[src/rtl/sram_pkg.sv]
// Shared types and helpers for the lane-addressed SRAM model.
// Word and mask types are sized for the widest supported bus; instances truncate.
package sram_pkg;

    localparam int unsigned BYTE_W       = 8;
    localparam int unsigned MAX_LANES    = 8;
    localparam int unsigned MAX_READ_LAT = 4;

    typedef logic [MAX_LANES-1:0]        lane_mask_t;
    typedef logic [BYTE_W*MAX_LANES-1:0] word_t;

    // Replace every lane whose active-low enable is asserted; keep the rest.
    function automatic word_t lane_merge(input word_t old_word, input word_t new_word,
                                         input lane_mask_t be_n);
        word_t merged;
        merged = old_word;
        for (int k = 0; k < int'(MAX_LANES); k++) begin
            if (!be_n[k]) begin
                merged[BYTE_W*k +: BYTE_W] = new_word[BYTE_W*k +: BYTE_W];
            end
        end
        return merged;
    endfunction

endpackage

[src/rtl/sram_rd_pipe.sv]
// Read-data delay line: LAT stages of {valid, lane mask, data}, cleared asynchronously.
// LAT = 0 passes the sample straight through for a combinational read.
module sram_rd_pipe
    import sram_pkg::*;
#(
    parameter int unsigned LAT   = 1,
    parameter int unsigned LANES = 2
) (
    input  logic                    clk,
    input  logic                    rst,
    input  logic                    in_valid,
    input  logic [LANES-1:0]        in_mask,
    input  logic [BYTE_W*LANES-1:0] in_data,
    output logic                    out_valid,
    output logic [LANES-1:0]        out_mask,
    output logic [BYTE_W*LANES-1:0] out_data
);

    generate
        if (LAT == 0) begin : g_bypass
            logic unused_clk;
            assign unused_clk = clk;
            assign out_valid  = in_valid & ~rst;
            assign out_mask   = in_mask;
            assign out_data   = in_data;
        end else begin : g_pipe
            logic                    valid_q [LAT];
            logic [LANES-1:0]        mask_q  [LAT];
            logic [BYTE_W*LANES-1:0] data_q  [LAT];

            // Shift every cycle; idle cycles push bubbles.
            always_ff @(posedge clk or posedge rst) begin
                if (rst) begin
                    for (int i = 0; i < int'(LAT); i++) begin
                        valid_q[i] <= 1'b0;
                        mask_q[i]  <= '0;
                        data_q[i]  <= '0;
                    end
                end else begin
                    valid_q[0] <= in_valid;
                    mask_q[0]  <= in_mask;
                    data_q[0]  <= in_data;
                    for (int i = 1; i < int'(LAT); i++) begin
                        valid_q[i] <= valid_q[i-1];
                        mask_q[i]  <= mask_q[i-1];
                        data_q[i]  <= data_q[i-1];
                    end
                end
            end

            assign out_valid = valid_q[LAT-1];
            assign out_mask  = mask_q[LAT-1];
            assign out_data  = data_q[LAT-1];
        end
    endgenerate

endmodule

[config.mk]
export PLATFORM = sky130hd
export DESIGN_NAME = sram_rd_pipe
export DESIGN_NICKNAME = d
export VERILOG_FILES = /design/src/rtl/sram_pkg.sv /design/src/rtl/sram_rd_pipe.sv
export SDC_FILE = /design/constraint.sdc
export NUM_CORES = 1
export LEC_CHECK = 0
export CAP_MARGIN = 20
export CORE_UTILIZATION = 29
export DETAILED_ROUTE_END_ITERATION = 7
export GPL_ROUTABILITY_DRIVEN = 0
export PLACE_DENSITY_LB_ADDON = 0.1
export SLEW_MARGIN = 20
export SYNTH_ARGS = -nofsm -noshare
export SYNTH_HDL_FRONTEND = slang
export SYNTH_SLANG_ARGS = --single-unit
[constraint.sdc]
create_clock -name clk -period 0.8 [get_ports clk]
set_input_delay 0.16 -clock clk [delete_from_list [all_inputs] [get_ports clk]]
set_output_delay 0.16 -clock clk [all_outputs]
set_load 0.01 [all_outputs]
==> results.toml <==
[power]
p_per_area_mw_per_mm2 = 1960
power_leakage_nw = 0.408
peakVddDrop_mv = 1.01

[timing]
timing.fmax_ghz = 1.06
grt_setup_unrepaired = "true"
min_period_ns = 0.947
finalMaxSlewViolations = 0
worstMarginPinSlew_ns = 0.108
post-route-period-util_pct = 118
layout_setup_ws_ns = -0.147
holdWs_ns = 0.195
hold_violations = 0
finalSetupViolCount = 19
slew_headroom_pct = 92.8

[clocking]
cts-root-buf = "clkbuf_4"
numCtsBuffers = 3
cts_tree = "done"
clock-sinks = 19
cts_max_level = 1
cts.clk_slew.worst_paths_ns = 0.10
clockBufferDepth = 2

[floorplan]
std_cell_rows = 14
start_util_pct = 31.4
ios = 40
coreArea_mm2 = 0.00152
die_y_um = 42.7
dieArea_mm2 = 0.00182
die_width_um = 42.7

[worst_setup_path]
critPathTopFamily = "flip-flops"
cp.depth = 1
cp_cell_sequence = "buf_2"
crit_type = "reg2out"
crit_buf_inv = 1
crit_required_ns = 0.64
endpoint_kind = "primary output"
slowest_delay_ns = 0.37
setup.worst_path.start_class = "flop"
critPathSlowestCell = "dfrtp_1"
worstPathMaxFanout = 1
arrival_ns = 0.79

[place]
dp_slack_ns = -0.210
dp_cells = 76
port_buffers = 39
placed_area_um2 = 910

[routing]
drt_iter0_markers = 0
postRouteAntennaNets = 0
routed_wl_um = 875
via_per_inst = 4.04
drc = 0
routedWlPerCell_um = 10.9
firstDrtPassIters = 1
vias = 323

[flow_run]
maxCapViolations = 0

[cells_and_area]
multi_input_area_um2 = 0
layoutNonFillerInstCount = 80
antenna-diode-count = 0
area_growth_pct = 78.1
multi_input_gates = 0
final_area_um2 = 853
fin_nets = 86
drive_gt1_share_pct = 35.9

[global_routing]
grt_use_total_pct = 10.2
grt_pass1_vias = 320
antenna_found_initial = 0
grt_max_degree = 20
grt_pass1_wl_um = 1300
overflow = 0

[synth]
synth_area_um2 = 479
ys_types = 2
ys_ff_latch = 19
syn_nets = 41
syn_inst = 20
ys_seq_area_share_pct = 99.2
synth_warnings = 0
synth_area_per_cell_um2 = 24.0

[min_path]
hp-class = "in2async"

[status]
status = "complete, but fails checks"
violations = "negative setup slack"
[Yosys cell counts]
| cell type | number | share of area (%) |
|---|---|---|
| inv_1 | 1 | 0.78 |
| dfrtp_1 | 19 | 99 |
[logic make-up (layout without fill, tap and decap cells)]
kind of cell  count (synthesis)  after routing  synth area share (%)
flops                        19             19                  99.2
buf+inv                       1             45                 0.783
[state kept, by name, indices dropped and copies added, names as in the netlist]
signal	flops
out_data	16
out_mask	2
out_valid	1
[final cells by class]
| type | instances | area (um2) |
|---|---|---|
| Tap cell | 16 | 20.0 |
| Sequential cell | 19 | 475 |
| Timing Repair Buffer | 40 | 328 |
| Fill cell | 139 | 671 |
| Clock buffer | 4 | 26.3 |
| Inverter | 1 | 3.75 |
[report_power, final]
group	total, mW	leakage, nW	switching [mW]	internal (mW)
logic	0.207	0.172	0.0746	0.133
registers	1.02	0.221	0.0106	1.01
clock network	0.448	0.0150	0.255	0.193
[final timing paths]
kind                                       start                      to
min in group clk                     in_data[10]  out_data[10]$_DFF_PP0_
worst min-delay path                         rst     out_valid$_DFF_PP0_
max in group asynchronous                    rst   out_mask[1]$_DFF_PP0_
worst max-delay path       out_data[2]$_DFF_PP0_             out_data[2]
[per-stage QoR]
step                setup TNS [ns]  total power, mW  util [%]
global route                 -3.45             1.76      56.0
floorplan                        0             1.08         -
finish                       -2.63             1.67      56.0
CTS                          -2.97             1.70      55.2
global placement             -3.53             1.29      59.7
detailed placement           -3.62             1.29      59.7
[layout by cell type, fill, tap and decap left out]
cell / Yosys / routed
clkdlybuf4s50_1: 0 / 20
dfrtp_1: 19 / 19
buf_2: 0 / 17
clkbuf_4: 0 / 3
buf_6: 0 / 2
inv_1: 1 / 1
clkbuf_1: 0 / 1
buf_12: 0 / 1
[metal layers]
| layer | vias up | global-route usage (%) | wire length (um) |
|---|---|---|---|
| met5 | - | 0 | 0 |
| met4 | 0 | 7.50 | 12 |
| met3 | 2 | 5.11 | 92 |
| met2 | 23 | 13.9 | 390 |
| met1 | 150 | 12.1 | 379 |
| li1 | 148 | - | - |
[timing repair]
action | 4_1_cts | 5_1_grt
endpoints found under the setup margin | 19 | 19
buffers inserted | 0 | 0
gates resized for setup | 76 | 2
hold buffers | 0 | 0
(Power assumes the default switching activity.)
